**config.mk**
```make
export PLATFORM = sky130hd
export DESIGN_NAME = unstripe_4to1
export DESIGN_NICKNAME = d
export VERILOG_FILES = /design/src/rtl/unstripe_4to1.sv
export SDC_FILE = /design/constraint.sdc
export NUM_CORES = 1
export LEC_CHECK = 0
export ABC_CLOCK_PERIOD_IN_PS = 2790
export CELL_PAD_IN_SITES_DETAIL_PLACEMENT = 0
export CELL_PAD_IN_SITES_GLOBAL_PLACEMENT = 2
export CORE_MARGIN = 2
export CORE_UTILIZATION = 36
export CTS_BUF_LIST = sky130_fd_sc_hd__clkbuf_8
export DETAILED_ROUTE_END_ITERATION = 16
export GPL_ROUTABILITY_DRIVEN = 0
export PLACE_DENSITY = 0.75
export SLEW_MARGIN = 20
export SYNTH_ARGS = -nofsm -noshare
export SYNTH_HDL_FRONTEND = slang
export SYNTH_SLANG_ARGS = --single-unit
```
**constraint.sdc**
```tcl
create_clock -name clk -period 2.79 [get_ports clk]
set_input_delay 0.558 -clock clk [delete_from_list [all_inputs] [get_ports clk]]
set_output_delay 0.558 -clock clk [all_outputs]
set_load 0.005 [all_outputs]
```
**src/rtl/unstripe_4to1.sv**
```systemverilog
// unstripe_4to1: collects 4-lane byte groups into a 2-entry group FIFO and
// serializes each group onto a single byte stream in lane order 0,1,2,3.
// Optional feature macro: UNSTRIPE_SKEW_CHECK_EN
//   defined   -> skew_err latches when lanes present partial valids
//   undefined -> skew_err is tied to 0
module unstripe_4to1 (
    input  logic       clk,
    input  logic       reset,
    input  logic [7:0] in_data0,
    input  logic [7:0] in_data1,
    input  logic [7:0] in_data2,
    input  logic [7:0] in_data3,
    input  logic       in_valid0,
    input  logic       in_valid1,
    input  logic       in_valid2,
    input  logic       in_valid3,
    output logic       in_ready,
    output logic [7:0] out_data,
    output logic       out_valid,
    input  logic       out_ready,
    output logic       skew_err
);

    typedef enum logic [2:0] {IDLE, L0, L1, L2, L3} state_t;

    state_t      state_reg, state_next;
    logic [1:0]  count_reg, count_next;
    logic        wr_ptr_reg, rd_ptr_reg;
    logic [7:0]  out_data_reg, out_data_next;
    logic        out_valid_reg, out_valid_next;
    logic [31:0] mem [2];

    logic [3:0]  valids;
    logic [31:0] in_group;
    logic [31:0] head;
    logic        push, pop, xfer;

    assign valids   = {in_valid3, in_valid2, in_valid1, in_valid0};
    assign in_group = {in_data3, in_data2, in_data1, in_data0};

    // Ready depends only on occupancy; a full FIFO never accepts, even if
    // a pop happens on the same edge.
    assign in_ready = (count_reg != 2'd2);
    assign push     = in_ready & (&valids);
    assign xfer     = out_valid_reg & out_ready;
    assign head     = mem[rd_ptr_reg];

    assign out_data  = out_data_reg;
    assign out_valid = out_valid_reg;

    // Group storage: two words kept in flops, written at the write pointer.
    always_ff @(posedge clk) begin
        if (push)
            mem[wr_ptr_reg] <= in_group;
    end

    // Output FSM next state; the output byte is computed from the state being
    // entered so out_data/out_valid come straight from registers.
    always_comb begin
        state_next    = state_reg;
        out_data_next = out_data_reg;
        pop           = 1'b0;
        case (state_reg)
            IDLE: begin
                if (count_reg != 2'd0) begin
                    state_next    = L0;
                    out_data_next = head[7:0];
                end
            end
            L0: begin
                if (xfer) begin
                    state_next    = L1;
                    out_data_next = head[15:8];
                end
            end
            L1: begin
                if (xfer) begin
                    state_next    = L2;
                    out_data_next = head[23:16];
                end
            end
            L2: begin
                if (xfer) begin
                    state_next    = L3;
                    out_data_next = head[31:24];
                end
            end
            L3: begin
                if (xfer) begin
                    pop = 1'b1;
                    if (count_reg == 2'd2) begin
                        state_next    = L0;
                        out_data_next = mem[~rd_ptr_reg][7:0];
                    end else if (push) begin
                        // The only remaining group arrives on this very edge,
                        // so take its lane-0 byte straight from the inputs.
                        state_next    = L0;
                        out_data_next = in_data0;
                    end else begin
                        state_next = IDLE;
                    end
                end
            end
            default: state_next = IDLE;
        endcase
        out_valid_next = (state_next != IDLE);
    end

    // Occupancy update: simultaneous push and pop leaves the count unchanged.
    always_comb begin
        count_next = count_reg;
        case ({push, pop})
            2'b10:   count_next = count_reg + 2'd1;
            2'b01:   count_next = count_reg - 2'd1;
            default: count_next = count_reg;
        endcase
    end

    // State, pointers and output registers, cleared asynchronously.
    always_ff @(posedge clk or negedge reset) begin
        if (!reset) begin
            state_reg     <= IDLE;
            count_reg     <= 2'd0;
            wr_ptr_reg    <= 1'b0;
            rd_ptr_reg    <= 1'b0;
            out_data_reg  <= 8'h00;
            out_valid_reg <= 1'b0;
        end else begin
            state_reg     <= state_next;
            count_reg     <= count_next;
            out_data_reg  <= out_data_next;
            out_valid_reg <= out_valid_next;
            if (push)
                wr_ptr_reg <= ~wr_ptr_reg;
            if (pop)
                rd_ptr_reg <= ~rd_ptr_reg;
        end
    end

`ifdef UNSTRIPE_SKEW_CHECK_EN
    logic skew_err_reg;
    logic partial;

    assign partial  = (|valids) & ~(&valids);
    assign skew_err = skew_err_reg;

    // Sticky skew flag: set on partial valids while ready, held until reset.
    always_ff @(posedge clk or negedge reset) begin
        if (!reset)
            skew_err_reg <= 1'b0;
        else if (in_ready & partial)
            skew_err_reg <= 1'b1;
    end
`else
    assign skew_err = 1'b0;
`endif

endmodule

```
==> results of run 1 <==
[path summary, 6_finish.rpt]
check	end	cells after the start	startpoint
min in group asynchronous	state_reg[2]	1	reset
setup / recovery	in_ready	3	count_reg[1]
hold reg to reg	count_reg[1]	1	count_reg[1]
setup reg to reg	out_data[0]	4	state_reg[1]
hold / removal	count_reg[1]	1	count_reg[1]
max in group asynchronous	rd_ptr_reg	1	reset
[critical path, delay by kind of cell (launching register included)]
family | cells | cell delay [ns]
buffers and inverters | 2 | 0.77
and+or+nand+nor | 1 | 0.16
DFF | 1 | 0.42
[Yosys cell counts, types with 2 or more instances]
cell	instances
and2_1	2
a211oi_1	9
edfxtp_1	64
nor3b_2	2
a22oi_1	8
nor2_1	5
a21oi_1	8
buf_6	3
xnor2_1	4
mux2i_1	32
buf_2	7
clkbuf_1	4
inv_1	2
a32oi_1	8
nor2b_1	9
nand2b_1	9
xor2_1	3
o31ai_4	7
nand3_1	8
nand2_1	12
dfrtp_1	16
[logic make-up after synthesis]
logic type / count (synthesis) / synth area share [%]
XOR/XNOR: 7 / 1.69
multiplexers: 32 / 8.82
other: 1 / 0.103
AO/OA/AOI/OAI: 48 / 12.8
buffers and inverters: 19 / 3.24
AND/OR/NAND/NOR: 56 / 9.06
adder cells (fa/ha/maj): 1 / 0.345
flip-flops: 80 / 64.0
[routing by layer]
metal	vias up	track usage, %	routed length [um]
met2	38	23.6	3770
li1	1037	-	-
met4	0	6.08	89
met5	-	0	0
met3	7	3.13	265
met1	1077	16.8	3280
[through the flow]
stage          area (um^2)  setup slack [ns]
2_1_floorplan         3630            0.0599
3_3_place_gp          4270             0.582
3_5_place_dp          4270             0.569
4_1_cts               4470             0.478
5_1_grt               4470             0.437
6_report              4470             0.518
[report_power, final]
part           total, mW  switching [mW]  internal (mW)
Combinational       1.73           0.920          0.807
Clock              0.860           0.439          0.421
Sequential          1.60           0.151           1.45
[cell usage in the layout (no fill, tap or decap), types with 7 or more instances in the layout]
cell	count
a21oi_1	8
clkdlybuf4s50_1	48
o31ai_4	7
nand3_1	8
nand2_1	12
edfxtp_1	64
a22oi_1	8
clkbuf_8	9
nor2b_1	9
a32oi_1	8
dfrtp_1	15
a211oi_1	9
mux2i_1	32
nand2b_1	9
[cell type report]
cell class / count / area share [%]
Clock buffer: 9 / 2.77
Clock inverter: 7 / 1.76
Inverter: 3 / 0.252
Multi-Input combinational cell: 145 / 26.7
Sequential cell: 80 / 52.0
Tap cell: 133 / 3.72
Timing Repair Buffer: 55 / 12.8
==> impl_metrics.py, run 1 <==
metrics = {
    "outcome": {
        "status": "finished clean",
    },
    "clock_network": {
        "clkTransAtPathRegs_ns": 0.09,
        "cts.path.max_buffers": 2,
        "hold_buffers": 0,
        "root_buffer": "clkbuf_8",
        "cts_buffers": 9,
        "cts-resized-gates": 0,
        "tritoncts": "yes",
        "cts_setup_buffers": 0,
        "cts_num_sinks": 80,
        "clk-insertion-delay-late_ns": 0.35,
        "htree_num_levels": 3,
    },
    "global_routing": {
        "grt_max_degree": 50,
        "grt_use_total_pct": 13.9,
        "gr-total-overflow": 0,
        "antenna_found_initial": 0,
        "grt_pass1_vias": 2120,
        "grt_pass1_wl_um": 11200,
    },
    "route": {
        "viasPerCell": 5.00,
        "post-route-drc-count": 0,
        "drt-initial-drc-count": 73,
        "drt-pass1-iter-count": 4,
        "vias": 2159,
        "finalWirelength_um": 7410,
        "wl_per_cell_um": 17.1,
        "drtAntennaViolNets": 0,
    },
    "cells_and_area": {
        "seqCellArea_um2": 2320,
        "drive_gt1_share_pct": 13.0,
        "diodes": 0,
        "final_util_pct": 45.7,
        "n_fill_cell": 884,
        "largest_reg_flops": 64,
        "stdcell_count": 432,
        "num-nets-final": 334,
        "multi_input_area_um2": 1190,
        "area_growth_pct": 23.1,
    },
    "setup_path": {
        "crit_arrival_ns": 1.71,
        "required_ns": 2.23,
        "path_cells": "nor2b_1, inv_2, clkdlybuf4s50_1",
        "crit_type": "reg2out",
        "cp-end-kind": "output pin",
        "r2r_slack_ns": 0.83,
        "cp_slowest_cell": "clkdlybuf4s50_1",
        "critPathLaunchType": "flop",
        "crit_fanout": 11,
        "slowest_delay_ns": 0.55,
    },
    "sta": {
        "min_period_ns": 2.27,
        "finClkSkew_ns": 0.00962,
        "slew_viol_final": 0,
        "fin_tns_setup_ns": 0,
        "period_share_pct": 81.4,
        "rsz0062_at_grt": "false",
        "fmax_mhz": 440,
        "max_slew.worst_pin.slew_ns": 0.736,
        "fin_hold_ws_ns": 0.520,
        "relSlewSlack_pct": 50.8,
        "setup_viol": 0,
        "finalHoldViolations": 0,
    },
    "die": {
        "ioPinCount": 50,
        "die_h_um": 104,
        "chipWidth_um": 104,
        "dieArea_um2": 10900,
        "initial_core_util_pct": 37.1,
        "core.rowCount": 36,
        "core-area_um2": 9770,
    },
    "run": {
        "cap_violations": 0,
    },
    "logic_synthesis": {
        "yosysSeqAreaShare_pct": 64.0,
        "synth_area_um2": 3630,
        "syn_area_per_cell_um2": 14.9,
        "synth_largest_area_cell": "edfxtp_1",
        "yosysTopAreaCellShare_pct": 52.9,
        "async_reset_ff_share_pct": 20.0,
        "synthTopCellsByArea": "edfxtp_1 53%, dfrtp_1 11%, mux2i_1 8.8%",
        "yosys.cell_types.count": 43,
        "syn_nets": 284,
        "synth-edff-count": 64,
        "ys_ff_latch": 80,
        "ys_warn_count": 0,
        "synthCells": 244,
        "synth_ff_type": "edfxtp_1",
    },
    "placed_design": {
        "place_inst": 416,
        "hpwlAfterDp_um": 4850,
        "port_buffers": 48,
    },
    "power_and_ir_drop": {
        "p_leak_nw": 1.51,
        "vdd_drop_max_v": 0.000307,
        "powerDensity_nw_per_um2": 936,
        "finalPower_mw": 4.18,
    },
    "worst_hold_path": {
        "worstHoldPathType": "reg2reg",
    },
}
Power figures use the tool's default switching activity.
==> inputs of run 2 (changes only) <==
Settings changed: ABC_CLOCK_PERIOD_IN_PS 2790 to 2320, CORE_UTILIZATION 36 to 40, PLACE_DENSITY 0.75 to 0.79.
Clock period 2.79 ns to 2.32 ns, I/O delays scaled along.
==> run 2 against run 1 <==
Sequential power grew 22%; clock power rose by 15%; cell area rose by 0.87%; die area shrank 9.6%; combinational power is 23% higher.
==> impl_metrics.py, run 2 (same netlist as run 1, synthesis figures left out) <==
metrics = {
    "outcome": {
        "status": "finished clean",
    },
    "cells_and_area": {
        "num-nets-final": 343,
        "largest_reg_flops": 64,
        "drive_gt1_share_pct": 15.3,
        "final_common_cell": "edfxtp_1",
        "layout_common_cells": "64 x edfxtp_1, 48 x clkdlybuf4s50_1, 32 x mux2i_1, 15 x dfrtp_1",
        "area_growth_pct": 24.1,
        "design_area_um2": 4510,
        "diodes": 0,
    },
    "route": {
        "vias": 2157,
        "drt-initial-drc-count": 112,
        "drtAntennaViolNets": 0,
        "finalWirelength_um": 6960,
        "post-route-drc-count": 0,
        "wl_per_cell_um": 16.8,
        "drt-pass1-iter-count": 4,
        "viasPerCell": 5.20,
    },
    "placed_design": {
        "port_buffers": 48,
        "hpwlAfterDp_um": 4760,
        "place_area_um2": 4310,
    },
    "setup_path": {
        "slowest_delay_ns": 0.45,
        "path_cells": "nor2b_1, inv_2, clkdlybuf4s50_1",
        "crit_type": "reg2out",
        "r2r_start": "state_reg[0]",
        "crit_fanout": 5,
        "required_ns": 1.86,
        "critPathLaunchType": "flop",
        "crit_arrival_ns": 1.57,
        "cp_slowest_cell": "dfrtp_1",
        "r2r_slack_ns": 0.50,
        "reg2reg_to": "out_data[0]",
        "rr_worst_depth": 4,
        "cp-end-kind": "output pin",
    },
    "sta": {
        "slew_viol_final": 0,
        "finClkSkew_ns": 0.0106,
        "rsz0062_at_grt": "false",
        "fin_tns_setup_ns": 0,
        "fmax_mhz": 492,
        "period_share_pct": 87.6,
        "min_period_ns": 2.03,
        "finalHoldViolations": 0,
        "setup_viol": 0,
    },
    "clock_network": {
        "cts_num_sinks": 80,
        "tritoncts": "yes",
        "cts-resized-gates": 0,
        "cts_setup_buffers": 0,
        "htree_num_levels": 3,
        "clkTransAtPathRegs_ns": 0.08,
        "cts_buffers": 9,
        "hold_buffers": 0,
        "clk-insertion-delay-late_ns": 0.35,
        "root_buffer": "clkbuf_8",
        "cts.path.max_buffers": 2,
    },
    "global_routing": {
        "grt_pass1_wl_um": 11100,
        "antenna_found_initial": 0,
        "grt_pass1_vias": 2179,
        "grt_max_degree": 33,
        "gr-total-overflow": 0,
        "grt_use_total_pct": 15.1,
    },
    "power_and_ir_drop": {
        "powerDensity_nw_per_um2": 1120,
        "vdd_drop_max_v": 0.000465,
        "p_leak_nw": 1.55,
        "finalPower_mw": 5.07,
    },
    "run": {
        "cap_violations": 0,
    },
    "die": {
        "chipWidth_um": 99.3,
        "core-area_um2": 8760,
        "core.rowCount": 34,
        "initial_core_util_pct": 41.4,
        "ioPinCount": 50,
        "dieArea_um2": 9860,
        "die_h_um": 99.3,
    },
    "worst_hold_path": {
        "worstHoldPathType": "in2async",
    },
}
==> run 2: critical path: cells and delay by family, from the launching register on <==
family	cells	cell delay [ns]
buffers and inverters	2	0.51
flip-flops	1	0.45
AND/OR/NAND/NOR	1	0.25
==> run 2: final cells by class <==
| type | count | area, um^2 |
|---|---|---|
| Inverter | 3 | 11.3 |
| Multi-Input combinational cell | 145 | 1190 |
| Timing Repair Buffer | 64 | 651 |
| Clock inverter | 6 | 68.8 |
| Clock buffer | 9 | 124 |
| Tap cell | 108 | 135 |
| Fill cell | 768 | 4260 |
| Sequential cell | 80 | 2320 |
==> run 2: worst max-delay path by stage <==
stage                 start      endpoint  slack (ns)  cells after the start
3_5_place_dp      out_ready  count_reg[1]        0.25                      6
2_1_floorplan  count_reg[1]     mem[0][0]        0.12                      5
5_1_grt        count_reg[0]      in_ready        0.17                      3
6_report       count_reg[0]      in_ready        0.29                      3
4_1_cts        count_reg[0]      in_ready        0.25                      3
3_3_place_gp      out_ready  count_reg[1]        0.29                      6
==> run 2: metrics by stage <==
step           instances  hold WS [ns]  setup slack (ns)  util [%]
2_1_floorplan        244         0.168             0.119         -
3_3_place_gp         400         0.496             0.292      49.2
3_5_place_dp         400         0.492             0.250      49.2
4_1_cts              415         0.427             0.254      51.4
5_1_grt              415         0.438             0.169      51.4
6_report             415         0.432             0.287      51.4
==> run 2: where the power goes <==
| group | switching [mW] | internal [mW] | total, mW | leakage, nW |
|---|---|---|---|---|
| logic | 1.06 | 1.06 | 2.12 | 0.701 |
| clock network | 0.499 | 0.494 | 0.993 | 0.0840 |
| registers | 0.212 | 1.74 | 1.95 | 0.768 |
| total | 1.78 | 3.29 | 5.07 | 1.55 |
==> run 2: metal layers <==
metal	GRT usage [%]	up-vias	wire length (um)
li1	-	1054	-
met1	19.2	1044	3020
met2	25.1	48	3530
met3	4.15	11	322
met4	5.06	0	87
met5	0	-	0
==> inputs of run 3 (changes only) <==
Settings changed: CORE_MARGIN 2 to 5.
==> run 3 against run 2 <==
Via count up 1.2%; cell area down 0.39%; clock skew down 0.00094 ns; critical path depth unchanged; fmax down 4.9%; non-clock buffer count down 1; sequential power about the same; highest routed layer unchanged; critical endpoint unchanged; largest cell class unchanged; hold slack better by 0.011 ns; cell count unchanged.
==> impl_metrics.py, run 3 (same netlist as run 1, synthesis figures left out) <==
metrics = {
    "clock_network": {
        "cts_num_sinks": 80,
        "cts_setup_buffers": 0,
        "cts.path.max_buffers": 2,
        "root_buffer": "clkbuf_8",
        "cts-resized-gates": 0,
        "tritoncts": "yes",
        "cts_buffers": 9,
        "clkTransAtPathRegs_ns": 0.09,
        "clk-insertion-delay-late_ns": 0.34,
        "hold_buffers": 0,
        "htree_num_levels": 3,
    },
    "sta": {
        "finClkSkew_ns": 0.00970,
        "rsz0062_at_grt": "false",
        "fin_tns_setup_ns": 0,
        "period_share_pct": 92.2,
        "fmax_mhz": 468,
        "finalHoldViolations": 0,
        "min_period_ns": 2.14,
        "fin_hold_ws_ns": 0.443,
        "setup_viol": 0,
        "slew_viol_final": 0,
    },
    "die": {
        "initial_core_util_pct": 41.4,
        "die_h_um": 105,
        "chipWidth_um": 105,
        "core.rowCount": 34,
        "dieArea_um2": 11100,
        "ioPinCount": 50,
        "core-area_um2": 8760,
    },
    "global_routing": {
        "grt_pass1_wl_um": 11400,
        "gr-total-overflow": 0,
        "antenna_found_initial": 0,
        "grt_max_degree": 33,
        "grt_use_total_pct": 13.5,
        "grt_pass1_vias": 2227,
    },
    "setup_path": {
        "crit_type": "reg2out",
        "r2r_slack_ns": 0.44,
        "rr_worst_depth": 5,
        "cp-end-kind": "output pin",
        "critPathLaunchType": "flop",
        "crit_arrival_ns": 1.67,
        "reg2reg_to": "out_data[3]",
        "r2r_start": "rd_ptr_reg",
        "crit_fanout": 5,
        "required_ns": 1.86,
    },
    "cells_and_area": {
        "largest_reg_flops": 64,
        "area_growth_pct": 23.6,
        "layout_common_cells": "64 x edfxtp_1, 48 x clkdlybuf4s50_1, 32 x mux2i_1, 15 x dfrtp_1",
        "num-nets-final": 342,
        "drive_gt1_share_pct": 14.7,
        "stdcell_count": 415,
        "n_fill_cell": 754,
        "diodes": 0,
        "final_common_cell": "edfxtp_1",
    },
    "power_and_ir_drop": {
        "switching_share_pct": 35.1,
        "internal_power_mw": 3.27,
        "power_switching_mw": 1.76,
        "pwr-share-comb_pct": 41.0,
        "powerDensity_nw_per_um2": 1120,
        "p_leak_nw": 1.56,
        "vdd_drop_max_v": 0.000442,
        "p_clk_share_pct": 19.7,
        "p_seq_share_pct": 39.3,
        "finalPower_mw": 5.03,
    },
    "placed_design": {
        "hpwlAfterDp_um": 4890,
        "place_inst": 399,
        "port_buffers": 48,
    },
    "route": {
        "drtAntennaViolNets": 0,
        "vias": 2182,
        "finalWirelength_um": 7270,
        "drt-pass1-iter-count": 4,
        "drt-initial-drc-count": 67,
        "viasPerCell": 5.26,
        "post-route-drc-count": 0,
        "wl_per_cell_um": 17.5,
    },
    "run": {
        "cap_violations": 0,
    },
    "outcome": {
        "status": "finished clean",
    },
    "worst_hold_path": {
        "worstHoldPathType": "in2async",
    },
}
-- run 3: changes by cell type in the layout (fill, tap and decap cells not counted), sizes merged --
cell / change
clkinvlp: -3
buf: -1
clkinv: +4
-- run 3: layout make-up --
class / instances / area (um^2) / share of cell area [%]
inverter: 3 / 11.3 / 0.251
clock inverter: 7 / 71.3 / 1.59
clock buffer: 9 / 124 / 2.76
multi-input combinational: 145 / 1190 / 26.6
sequential: 80 / 2320 / 51.8
timing repair buffer: 63 / 631 / 14.0
tap: 108 / 135 / 3.01
-- run 3: critical path, cell delays in order, from the launching register on --
cell             delay [ns]
dfrtp_1                0.45
nor2b_1                0.37
inv_2                  0.06
clkdlybuf4s50_1        0.45
-- run 3: worst max-delay path by stage --
stage              endpoint    startpoint  slack, ns
6_report           in_ready  count_reg[0]       0.18
3_5_place_dp   count_reg[1]     out_ready       0.26
4_1_cts            in_ready  count_reg[0]       0.13
2_1_floorplan     mem[0][0]  count_reg[1]       0.12
3_3_place_gp   count_reg[1]     out_ready       0.29
5_1_grt            in_ready  count_reg[0]       0.08
-- run 3: power groups by stage --
stage                     Combinational (mW)  Sequential (mW)  Clock [mW]
after floorplan                         1.61             1.86           0
after global placement                  2.08             2.01           0
after detailed placement                2.10             2.01           0
after CTS                               2.11             1.98        1.03
after global routing                    2.25             2.00        1.08
final                                   2.06             1.98       0.990
-- run 3: layer usage --
metal,GRT usage (%),vias to the layer above,part of all wire [%],routed length (um)
met1,18.0,1077,46,3330
met5,0,-,0,0
met3,3.73,4,3.1,227
met2,21.8,43,50,3660
met4,3.56,0,0.61,44
li1,-,1058,-,-
-- run 3: stage by stage --
| stage | setup slack, ns | utilization, % | area (um^2) |
|---|---|---|---|
| floorplan | 0.119 | - | 3630 |
| global placement | 0.291 | 49.0 | 4290 |
| detailed placement | 0.258 | 49.0 | 4290 |
| CTS | 0.130 | 51.2 | 4490 |
| global route | 0.0756 | 51.2 | 4490 |
| finish | 0.181 | 51.2 | 4490 |
